**src/rtl/agc_uplink_pkg.sv**
```systemverilog
// Shared types and helpers for the AGC uplink transmitter.
package agc_uplink_pkg;

  localparam int unsigned WORD_W   = 15;
  localparam int unsigned KEY_W    = 5;
  localparam int unsigned BITCNT_W = 4;

  typedef enum logic [1:0] {
    IDLE  = 2'd0,
    PULSE = 2'd1,
    GAP   = 2'd2
  } state_t;

  // DSKY-style redundant keycode frame: keycode, its complement, keycode again.
  function automatic logic [WORD_W-1:0] expand_keycode(input logic [KEY_W-1:0] c);
    return {c, ~c, c};
  endfunction

endpackage

```
**src/rtl/uplink_pulse_timer.sv**
```systemverilog
// Loadable down-counter with a terminal-count flag; shared by the pulse and gap phases.
// Ports:
//   clk, rst     clock, async active-high reset
//   load         load load_val this cycle (takes priority over counting)
//   load_val     new count
//   tc_c         combinational: counter is in its last cycle (count == 1)
module uplink_pulse_timer #(
  parameter int unsigned CNT_W = 4
) (
  input  logic             clk,
  input  logic             rst,
  input  logic             load,
  input  logic [CNT_W-1:0] load_val,
  output logic             tc_c
);

  logic [CNT_W-1:0] cnt;

  // Counts down to zero and parks there until reloaded.
  always_ff @(posedge clk or posedge rst) begin
    if (rst) begin
      cnt <= '0;
    end else if (load) begin
      cnt <= load_val;
    end else if (cnt != '0) begin
      cnt <= cnt - CNT_W'(1);
    end
  end

  assign tc_c = (cnt == CNT_W'(1));

endmodule

```
**src/rtl/uplink_tx.sv**
```systemverilog
// Serial uplink transmitter: sends a 15-bit word MSB first as pulses on
// upl1 (one bits) or upl0 (zero bits), each followed by a low gap.
// Build option: UPLINK_KEYCODE_EN sends {c,~c,c} built from in_data[4:0].
// Ports:
//   clk, rst   clock, async active-high reset
//   in_data    word to send (sampled only at acceptance)
//   in_valid   word offered; in_ready  idle, can accept
//   upl0/upl1  registered pulse lines for 0/1 bits
//   busy       frame in progress; done  one-cycle end-of-frame strobe
module uplink_tx
  import agc_uplink_pkg::*;
#(
  parameter int unsigned PULSE_W = 4,
  parameter int unsigned GAP_W   = 12
) (
  input  logic              clk,
  input  logic              rst,
  input  logic [WORD_W-1:0] in_data,
  input  logic              in_valid,
  output logic              in_ready,
  output logic              upl0,
  output logic              upl1,
  output logic              busy,
  output logic              done
);

  localparam int unsigned MAX_W = (PULSE_W > GAP_W) ? PULSE_W : GAP_W;
  localparam int unsigned CNT_W = $clog2(MAX_W + 1);

  state_t              state, state_nxt;
  logic [WORD_W-1:0]   shreg;
  logic [BITCNT_W-1:0] bit_cnt;
  logic                tmr_load;
  logic [CNT_W-1:0]    tmr_val;
  logic                tmr_tc;
  logic                accept;
  logic                last_bit;
  logic [WORD_W-1:0]   frame;
  logic                upl0_d, upl1_d, busy_d, ready_d, done_d;

  assign accept   = in_valid & in_ready;
  assign last_bit = (bit_cnt == BITCNT_W'(1));

`ifdef UPLINK_KEYCODE_EN
  assign frame = expand_keycode(in_data[KEY_W-1:0]);
`else
  assign frame = in_data;
`endif

  uplink_pulse_timer #(.CNT_W(CNT_W)) u_timer (
    .clk      (clk),
    .rst      (rst),
    .load     (tmr_load),
    .load_val (tmr_val),
    .tc_c     (tmr_tc)
  );

  // State register.
  always_ff @(posedge clk or posedge rst) begin
    if (rst) state <= IDLE;
    else     state <= state_nxt;
  end

  // Next state and timer reload on every phase change.
  always_comb begin
    state_nxt = state;
    tmr_load  = 1'b0;
    tmr_val   = CNT_W'(PULSE_W);
    case (state)
      IDLE: begin
        if (accept) begin
          state_nxt = PULSE;
          tmr_load  = 1'b1;
          tmr_val   = CNT_W'(PULSE_W);
        end
      end
      PULSE: begin
        if (tmr_tc) begin
          state_nxt = GAP;
          tmr_load  = 1'b1;
          tmr_val   = CNT_W'(GAP_W);
        end
      end
      GAP: begin
        if (tmr_tc) begin
          if (last_bit) begin
            state_nxt = IDLE;
          end else begin
            state_nxt = PULSE;
            tmr_load  = 1'b1;
            tmr_val   = CNT_W'(PULSE_W);
          end
        end
      end
      default: state_nxt = IDLE;
    endcase
  end

  // Next values of the registered outputs; pulse lines lag the PULSE state by one cycle.
  always_comb begin
    upl0_d  = 1'b0;
    upl1_d  = 1'b0;
    busy_d  = (state_nxt != IDLE);
    ready_d = (state_nxt == IDLE);
    done_d  = 1'b0;
    if (state == PULSE) begin
      upl1_d = shreg[WORD_W-1];
      upl0_d = ~shreg[WORD_W-1];
    end
    if ((state == GAP) && tmr_tc && last_bit) done_d = 1'b1;
  end

  // Output registers.
  always_ff @(posedge clk or posedge rst) begin
    if (rst) begin
      upl0     <= 1'b0;
      upl1     <= 1'b0;
      busy     <= 1'b0;
      done     <= 1'b0;
      in_ready <= 1'b1;
    end else begin
      upl0     <= upl0_d;
      upl1     <= upl1_d;
      busy     <= busy_d;
      done     <= done_d;
      in_ready <= ready_d;
    end
  end

  // Shift register and bit counter: load at accept, advance at the end of each gap.
  always_ff @(posedge clk or posedge rst) begin
    if (rst) begin
      shreg   <= '0;
      bit_cnt <= '0;
    end else if ((state == IDLE) && accept) begin
      shreg   <= frame;
      bit_cnt <= BITCNT_W'(WORD_W);
    end else if ((state == GAP) && tmr_tc) begin
      shreg   <= {shreg[WORD_W-2:0], 1'b0};
      bit_cnt <= bit_cnt - BITCNT_W'(1);
    end
  end

endmodule

```
**config.mk**
```make
export PLATFORM = sky130hd
export DESIGN_NAME = uplink_tx
export DESIGN_NICKNAME = d
export VERILOG_FILES = /design/src/rtl/agc_uplink_pkg.sv /design/src/rtl/uplink_pulse_timer.sv /design/src/rtl/uplink_tx.sv
export SDC_FILE = /design/constraint.sdc
export NUM_CORES = 1
export LEC_CHECK = 0
export ABC_AREA = 1
export CAP_MARGIN = 20
export CORE_ASPECT_RATIO = 0.6
export CORE_MARGIN = 3
export CORE_UTILIZATION = 40
export CTS_CLUSTER_SIZE = 30
export DETAILED_ROUTE_END_ITERATION = 7
export PLACE_DENSITY = 0.7
export SYNTH_ARGS = -nofsm -noshare
export SYNTH_HDL_FRONTEND = slang
export SYNTH_SLANG_ARGS = --single-unit
```
**constraint.sdc**
```tcl
create_clock -name clk -period 1.56 [get_ports clk]
set_input_delay 0.39 -clock clk [delete_from_list [all_inputs] [get_ports clk]]
set_output_delay 0.39 -clock clk [all_outputs]
set_load 0.01 [all_outputs]
```
* Word level (Yosys, flattened, before mapping)
Cells that the tools add are included.
** Word-level totals
- Input bits :: 18
- Logic and storage cells :: 47
- Output and inout bits :: 5
- Register bits after elaboration :: 30
** Operators by class
- Bitwise gates (word level) :: 2
- Eq/ne operators :: 4
- Add/sub/neg operators :: 2
- Reductions and logical operators :: 9
- Mux-type cells :: 21
** Operators by type and width (count)
- $mux W15 :: 2
- $mux W4 :: 6
- $eq A4 B1 Y1 const B :: 2
- $mux W1 :: 8
- $sub A4 B1 Y4 const B :: 2
- $mux W2 :: 3
- $pmux W2 S3 :: 1
- $reduce_bool A2 Y1 :: 3
- $logic_not A2 Y1 :: 2
- $reduce_bool A4 Y1 :: 1
- $logic_and A1 B1 Y1 :: 3
- $pmux W1 S3 :: 1
- $eq A2 B1 Y1 const B :: 1
- $eq A2 B2 Y1 const B :: 1
- $and A1 B1 Y1 :: 1
- $not A1 Y1 :: 1

* Logic depth before layout (Yosys ltp)
Gate-level depths: netlist of run 1.
- Depth in word-level cells :: 5
- Mapped depth :: 9
- Gate-level depth less buffers :: 9

* Cells and area by module
Synthesis of run 1 repeated with hierarchy kept, for this count alone.
** Unflattened totals
- Cells, all modules :: 184
- Area, all modules :: 1495.2 um^2
** Modules (own cells, without submodules)
- uplink_tx :: sequential area each 651.9 um^2, cells each 147, area each 1217.4 um^2, times used 1
- uplink_pulse_timer :: sequential area each 100.1 um^2, cells each 37, area each 277.8 um^2, times used 1

* Least setup slack after synthesis of run 1
Ideal clock, no wire load.
- Path kind :: reg-to-reg
- Start :: reg in_ready
- End :: reg bit_cnt[1]
- Library setup time :: 0.133 ns
- Buffers on the path :: 1
- Period minus slack after synthesis :: 1.412 ns
- Data required time :: 1.427 ns
- Arrival time :: 1.279 ns
- Stages on the path, launching flop included :: 7
- Setup slack :: 0.148 ns
- Cells stage by stage :: dfstp_2 > nand2_1 > nor3_4 > nor2_2 > buf_6 > nand2_1 > o211ai_1
** On the way
- Cells in the longest elaborated chain, start to end :: 3
- Elaborated cells on any way between the ends :: 4
- Those cells by class :: mux: 1; bitwise: 1; reduce/logical: 2
** RTL lines
- from (decl) :: line uplink_tx.sv:20 : output logic in_ready,
- from (signal assigned) :: line uplink_tx.sv:126 : in_ready <= ready_d;
- $and A1 B1 Y1 (*) :: line uplink_tx.sv:41 : assign accept = in_valid & in_ready;
- $logic_and A1 B1 Y1 (*) :: line uplink_tx.sv:135 : end else if ((state == IDLE) && accept) begin
- $mux W4 or $reduce_bool A2 Y1 (tied branches)
- to (signal assigned) :: line uplink_tx.sv:137 : bit_cnt <= BITCNT_W'(WORD_W);
- to (signal assigned) :: line uplink_tx.sv:140 : bit_cnt <= bit_cnt - BITCNT_W'(1);
- to (decl) :: line uplink_tx.sv:32 : logic [BITCNT_W-1:0] bit_cnt;
Every way passes the cells marked *; elsewhere a longest branch is shown, timed or not.
A chain may end at the register's enable or synchronous reset.

* Worst setup path after layout of run 1
- Start :: reg in_ready
- End :: out in_ready
No word-level cell between the ends.

==> run metrics, run 1 <==
outcome=finished, final reports clean; Final Power=1.49 mW; critical path class=flop to primary output; initial core utilization=43.3%; H-tree levels=2; largest family of logic cells by synthesized area=simple AND/OR/NAND/NOR gates; Cell Rows=16; worst r2r src=u_timer.cnt[1]$_DFFE_PP0P_; Inst Count DP=234; slowest library cell on the worst path=dfstp_2; # diodes=0; Worst Path Required=1.17 ns; Avg WL per Cell=12.9 microns; gr usage total=15.8%; area leader, netlist=dfrtp_1; post-DR vias/cell=4.94; TritonCTS clock tree=built; vias in the first global route=1,170; Remaining Overflow, GRT=0; Final Skew=0.00641 ns; critical path cell sequence=dlygate4sd2_1; Worst Path Arrival=1.10 ns; syn avg cell area=9.05 sq um; top cells by area, synth=dfrtp_1 50%, nand2_1 12%, nand3_1 8.6%, ha_1 4.3%, inv_1 3.6%; Max Freq=670 MHz; # hold bufs at CTS=0; pwr dens=790 nW/um^2; worst skew pair latency=0.29 ns; vias=1,196; Final GP Congestion=0.816; die outline width=83.9 microns; CTS root buffer=clkbuf_8; Synth Area in XOR/XNOR=1.20%; Initial DRT Pass Iterations=4; # Post-CTS Setup Buffers=0; post-synthesis adder-cell area fraction=4.30%; Largest delay share family, worst path=flip-flops; filler cell count=302; asr flop ratio synth=100%; Compound-Gate Fraction of Synth Area=6.87%; setup violators final=0; Worst slew margin=78.2%; Warnings, synthesis=0; largest net degree at the start of global routing=26; first-iteration detailed-routing DRC count=102; RSZ-0062 raised after global routing=no; worst stage delay on the critical path=0.55 ns; die area=4420 sq um; Finished Layout Cells=242; R2R setup slack=0.07 ns; CP Capture Type=primary output; area of the multi-input gates=602 sq um; CP max FO=3; initial antenna violation count=0; nets@finish=219; Post-Synth Simple-Gate Area=29.0%; crit path setup slack, layout=0.0675 ns; Buf+Inv Stages, Crit Path=1; Syn Inst Count=161; share of layout cells above drive strength 1=15.2%; Distinct cells, synth=26; post-synth top area share=49.8%; max_cap viols=0; Die H=52.7 microns; critical path depth=1; mux cell area share after synthesis=0%; startpoint type of the worst setup path=flop; core area=3360 sq um; reg-to-reg critical path endpoint=bit_cnt[3]$_DFFE_PP0P_; maximum VDD drop=525 uV; Reg area=752 sq um; worst slew pin tran=0.323 ns; reg2reg path depth=8; Syn-to-layout area delta=29.5%; global-route wire length before repair=5.20 mm; Synth Flop Type=dfrtp_1; Seq/Total Area, Yosys=51.6%; Tcrit/Tclk final=95.7%; Syn Nets=184; Leakage=0.953 nW; hold crit path type=input port to asynchronous set/reset pin; final design utilization=56.1%; total CTS buffers=5; Final Routed Wirelength=3.13 mm; post-layout min period=1.49 ns; CTS Buffer Depth=2; Post-Syn Area=1460 sq um; Final Hold Fails=0; Fin Hold WS=0.340 ns; EDFF count, synth=0; clock-pin slew on the worst setup and hold paths=0.06 ns; Post-synth top cells=45 x nand2_1, 29 x dfrtp_1, 25 x nand3_1; Slew Limit Fails=0; port bufs=22; io pins=23; register bit total from synthesis=30; Final HPWL DP=2.30 mm; most frequent cell after synthesis=nand2_1; worst setup slack after placement=-0.151 ns; clk sink count=30; Antenna Violating Nets Remaining=0; DRC violations left=0
==> routing by layer <==
layer / vias to the layer above / share of wire [%] / wire (microns) / global-route usage [%]
met5: - / 0 / 0 / 0
met4: 0 / 1.7 / 53 / 5.61
met3: 10 / 7.5 / 233 / 7.85
met2: 49 / 46 / 1440 / 24.1
met1: 544 / 45 / 1400 / 19.4
li1: 593 / - / - / -
==> report_power, final <==
| group | switching, mW | internal (mW) |
|---|---|---|
| Combinational | 0.0222 | 0.0435 |
| Clock | 0.291 | 0.355 |
| Sequential | 0 | 0.778 |
==> worst max path at each step <==
stage	from	end
2_1_floorplan	in_ready$_DFF_PP1_	bit_cnt[1]$_DFFE_PP0P_
3_3_place_gp	in_valid	shreg[4]$_DFFE_PP0P_
3_5_place_dp	in_valid	u_timer.cnt[2]$_DFFE_PP0P_
4_1_cts	upl0$_DFF_PP0_	upl0
5_1_grt	in_ready$_DFF_PP1_	in_ready
6_report	in_ready$_DFF_PP1_	in_ready
==> cell type report <==
class	count	area share, %
sequential	30	39.9
multi-input combinational	111	31.9
timing repair buffer	33	17.4
clock buffer	7	4.58
inverter	15	2.99
tap	45	2.99
clock inverter	1	0.265
==> flip-flops by register name, indices dropped and copies added (netlist names) <==
signal and cells:
upl0 1, done 1, bit_cnt 4, shreg 15
upl1 1, state 2, in_ready 1, busy 1
u_timer.cnt 4
==> cell families after synthesis <==
kind of cell / after synthesis
and+or+nand+nor: 89
AOI/OAI and AO/OA: 15
DFF: 30
xor gates and xnor gates: 2
buffers and inverters: 20
adders and majority gates: 5
==> layout by cell type (no fill, tap or decap), types with 2 or more instances in the layout <==
cell type / synthesis / final
nor2_1: 8 / 8
nand2_1: 45 / 45
xor2_1: 2 / 2
nor2_4: 2 / 2
inv_2: 1 / 2
o21ai_1: 3 / 3
ha_1: 5 / 5
o211ai_1: 5 / 5
a21oi_1: 3 / 3
nand3_1: 25 / 25
nand3b_1: 2 / 2
clkbuf_8: 0 / 6
dlymetal6s2s_1: 0 / 4
dfrtp_1: 29 / 29
buf_4: 1 / 9
nor2_2: 3 / 3
clkdlybuf4s50_1: 0 / 17
inv_1: 14 / 13
==> metrics by stage <==
| step | cell area (sq um) | setup TNS [ns] |
|---|---|---|
| 2_1_floorplan | 1460 | 0 |
| 3_3_place_gp | 1780 | -0.773 |
| 3_5_place_dp | 1780 | -1.40 |
| 4_1_cts | 1870 | 0 |
| 5_1_grt | 1890 | 0 |
| 6_report | 1890 | 0 |
==> what timing repair did <==
action,CTS,global route
hold endpoints to repair,0,0
gates resized for setup,1,6
setup endpoints to repair,1,5
pin swaps,0,1
Power figures use the tool's default switching activity.
==> run 2, diff against run 1 <==
--- a/config.mk
+++ b/config.mk
@@ -8,7 +8,6 @@
 export ABC_AREA = 1
 export CAP_MARGIN = 20
 export CORE_ASPECT_RATIO = 0.6
-export CORE_MARGIN = 3
 export CORE_UTILIZATION = 40
 export CTS_CLUSTER_SIZE = 30
 export DETAILED_ROUTE_END_ITERATION = 7
==> run 2 against run 1 <==
  * Global-route usage rose by 2.7 points
  * Largest cell class unchanged
  * Critical endpoint unchanged
  * Clock power rose by 0.9%
  * Hold slack improved by 0.086 ns
  * Count of clock-buffer cells in the layout did not move
  * Highest routed layer is now met3
  * Combinational power rose by 1%
==> run metrics, run 2 (synthesis gave the netlist of run 1 again) <==
TritonCTS clock tree=built (unchanged); Max Freq=674 MHz (was 670 MHz); maximum VDD drop=444 uV (was 525 uV); Tcrit/Tclk final=95.1% (was 95.7%); Worst slew margin=77.7% (was 78.2%); io pins=23 (unchanged); post-route cell area=1890 sq um (about the same); worst r2r src=u_timer.cnt[1]$_DFFE_PP0P_ (unchanged); critical path class=flop to primary output (unchanged); Final GP Congestion=0.849 (was 0.816); critical path cell sequence=dlygate4sd2_1 (unchanged); most common cell after layout, fill and taps aside=nand2_1 (unchanged); top flop regs=shreg: 15 flops, bit_cnt: 4 flops, u_timer.cnt: 4 flops (unchanged); Avg WL per Cell=12.3 microns (was 12.9 microns); Largest Register=shreg (unchanged); die area=3890 sq um (was 4420 sq um); CP max FO=3 (unchanged); Cell Rows=16 (unchanged); share of layout cells above drive strength 1=15.7% (was 15.2%); Worst Path Arrival=1.09 ns (was 1.10 ns); DRC violations left=0 (unchanged); final setup TNS=0 ns (unchanged); Die H=48.7 microns (was 52.7 microns); clk sink count=30 (unchanged); Slew Limit Fails=0 (unchanged); H-tree levels=2 (unchanged); global-route wire length before repair=5.24 mm (was 5.20 mm); # diodes=0 (unchanged); clock-pin slew on the worst setup and hold paths=0.07 ns (was 0.06 ns); CTS root buffer=clkbuf_8 (unchanged); first-iteration detailed-routing DRC count=94 (was 102); post-layout min period=1.48 ns (was 1.49 ns); reg2reg path depth=8 (unchanged); initial antenna violation count=0 (unchanged); Worst Path Required=1.17 ns (about the same); worst skew pair latency=0.29 ns (about the same); Initial DRT Pass Iterations=4 (unchanged); Final Skew=0.0102 ns (was 0.00641 ns); placed cell area=1780 sq um (unchanged); Syn-to-layout area delta=29.7% (was 29.5%); Leakage=0.957 nW (was 0.953 nW); Final Routed Wirelength=2.98 mm (was 3.13 mm); total CTS buffers=5 (unchanged); die outline width=79.9 microns (was 83.9 microns); pwr dens=792 nW/um^2 (was 790 nW/um^2); reg-to-reg critical path endpoint=shreg[4]$_DFFE_PP0P_ (was bit_cnt[3]$_DFFE_PP0P_); startpoint type of the worst setup path=flop (unchanged); max_cap viols=0 (unchanged); outcome=finished, final reports clean (unchanged); slowest library cell on the worst path=dfstp_2 (unchanged); RSZ-0062 raised after global routing=no (unchanged); max reg flops=15 (unchanged); vias in the first global route=1,217 (was 1,170); worst stage delay on the critical path=0.55 ns (about the same); hold crit path type=input port to asynchronous set/reset pin (unchanged); R2R setup slack=0.12 ns (was 0.07 ns); Final Hold Fails=0 (unchanged); filler cell count=304 (was 302); gr usage total=18.5% (was 15.8%); Final HPWL DP=2.16 mm (was 2.30 mm); most frequent cells in the layout=45 x nand2_1, 29 x dfrtp_1, 25 x nand3_1, 17 x clkdlybuf4s50_1, 13 x inv_1 (unchanged); CP Capture Type=primary output (unchanged); post-DR vias/cell=5.02 (was 4.94); CTS Buffer Depth=2 (unchanged); worst slew pin tran=0.332 ns (was 0.323 ns); port bufs=22 (unchanged); largest net degree at the start of global routing=31 (was 26); Largest delay share family, worst path=flip-flops (unchanged); initial core utilization=43.3% (unchanged); setup violators final=0 (unchanged); nets@finish=220 (was 219); vias=1,221 (was 1,196); core area=3360 sq um (unchanged); Buf+Inv Stages, Crit Path=1 (unchanged); Remaining Overflow, GRT=0 (unchanged); Antenna Violating Nets Remaining=0 (unchanged)
## run 2: worst max-delay path by stage
stage | cells past startpoint | start | slack, ns | end
4_1_cts | 1 | busy$_DFF_PP0_ | 0.02 | busy
5_1_grt | 8 | u_timer.cnt[1]$_DFFE_PP0P_ | 0.02 | bit_cnt[2]$_DFFE_PP0P_
3_3_place_gp | 7 | in_valid | -0.11 | shreg[4]$_DFFE_PP0P_
2_1_floorplan | 6 | in_ready$_DFF_PP1_ | 0.15 | bit_cnt[1]$_DFFE_PP0P_
6_report | 1 | in_ready$_DFF_PP1_ | 0.08 | in_ready
3_5_place_dp | 7 | in_valid | -0.14 | u_timer.cnt[2]$_DFFE_PP0P_
## run 2: power by group
part	switching [mW]	internal [mW]	leakage [nW]
clock network	0.296	0.355	0.0482
registers	0	0.778	0.380
logic	0.0228	0.0436	0.529
## run 2: what timing repair did
action | 4_1_cts | 5_1_grt
resized for setup | 1 | 5
pin swaps | 0 | 1
hold buffers | 0 | 0
setup buffers | 0 | 1
endpoints found under the setup margin | 1 | 7
## run 2: area by class of cell
type | instances | area (sq um) | area share (%)
sequential | 30 | 752 | 39.8
multi-input combinational | 111 | 602 | 31.9
timing repair buffer | 34 | 332 | 17.5
clock buffer | 7 | 86.3 | 4.57
inverter | 15 | 56.3 | 2.98
tap | 45 | 56.3 | 2.98
clock inverter | 1 | 5.00 | 0.265
## run 2: stage by stage
stage / std cells / power (mW) / utilization [%] / hold slack [ns] / setup slack, ns
2_1_floorplan: 161 / 0.804 / - / 0.403 / 0.148
3_3_place_gp: 234 / 0.859 / 53.0 / 0.412 / -0.106
3_5_place_dp: 234 / 0.860 / 53.0 / 0.426 / -0.138
4_1_cts: 242 / 1.50 / 55.7 / 0.435 / 0.0171
5_1_grt: 243 / 1.55 / 56.2 / 0.451 / 0.0177
6_report: 243 / 1.50 / 56.2 / 0.426 / 0.0770
## run 2: per-layer routing
| layer | share of wire (%) | GRT usage [%] |
|---|---|---|
| met5 | 0 | 0 |
| met4 | 0 | 6.25 |
| met3 | 7.0 | 10.0 |
| met2 | 45 | 25.8 |
| met1 | 48 | 24.3 |
==> run 3, diff against run 2 <==
--- a/config.mk
+++ b/config.mk
@@ -11,7 +11,7 @@
 export CORE_UTILIZATION = 40
 export CTS_CLUSTER_SIZE = 30
 export DETAILED_ROUTE_END_ITERATION = 7
-export PLACE_DENSITY = 0.7
+export PLACE_DENSITY = 0.59
 export SYNTH_ARGS = -nofsm -noshare
 export SYNTH_HDL_FRONTEND = slang
 export SYNTH_SLANG_ARGS = --single-unit
==> run 3 against run 2 <==
  * Global-route usage fell by 0.87 points
  * Utilization fell by 0.56 points
  * Critical path depth did not move
  * First-iteration DRC count fell by 61%
  * Critical endpoint is now upl1
  * Largest cell class unchanged
==> run metrics, run 3 (synthesis gave the netlist of run 1 again) <==
outcome=finished, final reports clean (unchanged); filler cell count=316 (was 304); Final Skew=0.00394 ns (was 0.0102 ns); hold path cells=1; reg-to-reg critical path endpoint=shreg[4]$_DFFE_PP0P_ (unchanged); max_cap viols=0 (unchanged); Max Freq=657 MHz (was 674 MHz); Final Hold Fails=0 (unchanged); Final Routed Wirelength=2.83 mm (was 2.98 mm); largest net degree at the start of global routing=31 (unchanged); Worst Path Arrival=1.13 ns (was 1.09 ns); post-DR vias/cell=4.79 (was 5.02); startpoint type of the worst setup path=flop (unchanged); worst r2r src=u_timer.cnt[1]$_DFFE_PP0P_ (unchanged); total CTS buffers=5 (unchanged); vias in the first global route=1,081 (was 1,217); Syn-to-layout area delta=28.4% (was 29.7%); Final Power=1.45 mW (was 1.50 mW); top flop regs=shreg: 15 flops, bit_cnt: 4 flops, u_timer.cnt: 4 flops (unchanged); critical path cell sequence=clkdlybuf4s50_1 (was dlygate4sd2_1); Hold Startpoint=shreg[14]$_DFFE_PP0P_; initial core utilization=43.3% (unchanged); core area=3360 sq um (unchanged); clock-pin slew on the worst setup and hold paths=0.06 ns (was 0.07 ns); worst hold endpoint=upl0$_DFF_PP0_; io pins=23 (unchanged); first-iteration detailed-routing DRC count=37 (was 94); DRC violations left=0 (unchanged); Buf+Inv Stages, Crit Path=1 (unchanged); port bufs=22 (unchanged); Slew Limit Fails=0 (unchanged); critical path class=flop to primary output (unchanged); gr usage total=17.6% (was 18.5%); Largest delay share family, worst path=buffers and inverters (was flip-flops); most frequent cells in the layout=45 x nand2_1, 29 x dfrtp_1, 25 x nand3_1, 20 x clkdlybuf4s50_1, 14 x inv_1 (was 45 x nand2_1, 29 x dfrtp_1, 25 x nand3_1, 17 x clkdlybuf4s50_1, 13 x inv_1); Final GP Congestion=0.899 (was 0.849); final setup TNS=0 ns (unchanged); Worst Path Required=1.17 ns (about the same); initial antenna violation count=0 (unchanged); hold crit path type=flop to flop (was input port to asynchronous set/reset pin); R2R setup slack=0.13 ns (was 0.12 ns); H-tree levels=2 (unchanged); Final HPWL DP=2.15 mm (was 2.16 mm); Largest Register=shreg (unchanged); setup violators final=0 (unchanged); worst slew pin tran=0.314 ns (was 0.332 ns); maximum VDD drop=541 uV (was 444 uV); Avg WL per Cell=11.8 microns (was 12.3 microns); global-route wire length before repair=5.03 mm (was 5.24 mm); Leakage=0.897 nW (was 0.957 nW); post-route cell area=1870 sq um (was 1890 sq um); share of layout cells above drive strength 1=13.9% (was 15.7%); Tcrit/Tclk final=97.5% (was 95.1%); nets@finish=218 (was 220); placed cell area=1790 sq um (was 1780 sq um); post-layout min period=1.52 ns (was 1.48 ns); Remaining Overflow, GRT=0 (unchanged); # Post-CTS Setup Buffers=0 (unchanged); max reg flops=15 (unchanged); Antenna Violating Nets Remaining=0 (unchanged); Cell Rows=16 (unchanged); worst stage delay on the critical path=0.53 ns (was 0.55 ns); pwr dens=777 nW/um^2 (was 792 nW/um^2); die outline width=79.9 microns (unchanged); clk sink count=30 (unchanged); vias=1,144 (was 1,221); RSZ-0062 raised after global routing=no (unchanged); most common cell after layout, fill and taps aside=nand2_1 (unchanged); Worst slew margin=78.9% (was 77.7%); # diodes=0 (unchanged); die area=3890 sq um (unchanged); CTS Buffer Depth=2 (unchanged); Initial DRT Pass Iterations=4 (unchanged); TritonCTS clock tree=built (unchanged); Die H=48.7 microns (unchanged); CP Capture Type=primary output (unchanged); # hold bufs at CTS=0 (unchanged); reg2reg path depth=8 (unchanged); CP max FO=1 (was 3); slowest library cell on the worst path=clkdlybuf4s50_1 (was dfstp_2); worst skew pair latency=0.28 ns (was 0.29 ns); CTS root buffer=clkbuf_8 (unchanged)
[run 3: cell count changes in the layout (fill, tap and decap cells not counted), sizes merged]
cell,change
clkdlybuf4s50,+3
buf,-2
clkbuf,-1
dlymetal6s2s,-3
clkinv,-1
[run 3: per-stage QoR]
stage	hold WS [ns]	util, %	setup slack (ns)	std cells
6_report	0.426	55.6	0.0390	239
5_1_grt	0.470	55.6	0.000487	239
4_1_cts	0.425	55.5	0.0165	239
3_5_place_dp	0.417	53.1	-0.144	233
3_3_place_gp	0.415	53.1	-0.103	233
2_1_floorplan	0.403	-	0.148	161
[run 3: worst max-delay path by stage]
| stage | cells after the start | from | to |
|---|---|---|---|
| after floorplan | 6 | in_ready$_DFF_PP1_ | bit_cnt[1]$_DFFE_PP0P_ |
| after global placement | 7 | in_valid | shreg[4]$_DFFE_PP0P_ |
| after detailed placement | 7 | in_valid | shreg[4]$_DFFE_PP0P_ |
| after CTS | 1 | busy$_DFF_PP0_ | busy |
| after global routing | 8 | u_timer.cnt[1]$_DFFE_PP0P_ | shreg[4]$_DFFE_PP0P_ |
| final | 1 | upl1$_DFF_PP0_ | upl1 |
[run 3: per-layer routing]
metal	routed length [microns]	up-vias	GRT usage, %	share of wire [%]
li1	-	592	-	-
met1	1590	526	26.5	56
met2	1060	21	21.5	37
met3	137	5	6.98	4.8
met4	46	0	8.04	1.6
met5	0	-	0	0
[run 3: area by class of cell]
cell class              instances  area (sq um)  area share (%)
repair buffers                 32           322            17.2
clock buffers                   6          82.6            4.41
well taps                      45          56.3            3.01
multi-input cells             111           602            32.2
flip-flops and latches         30           752            40.2
inverters                      15          56.3            3.01
[run 3: what timing repair did]
| item | CTS | global route |
|---|---|---|
| resized for setup | 1 | 1 |
| endpoints found under the hold margin | 0 | 0 |
| endpoints found under the setup margin | 1 | 1 |
[run 3: report_power, final]
part	switching (mW)	internal (mW)	total, mW	leakage [nW]
clock network	0.270	0.339	0.609	0.0431
registers	0	0.779	0.779	0.380
logic	0.0225	0.0436	0.0662	0.474
total	0.293	1.16	1.45	0.897
[run 3: worst register-to-register path, delay by kind of cell (launching register included)]
kind	cells	cell delay [ns]
AND/OR/NAND/NOR	4	0.34
buffers and inverters	2	0.25
flip-flops	1	0.41
AO/OA/AOI/OAI	1	0.15
adder cells (fa/ha/maj)	1	0.16
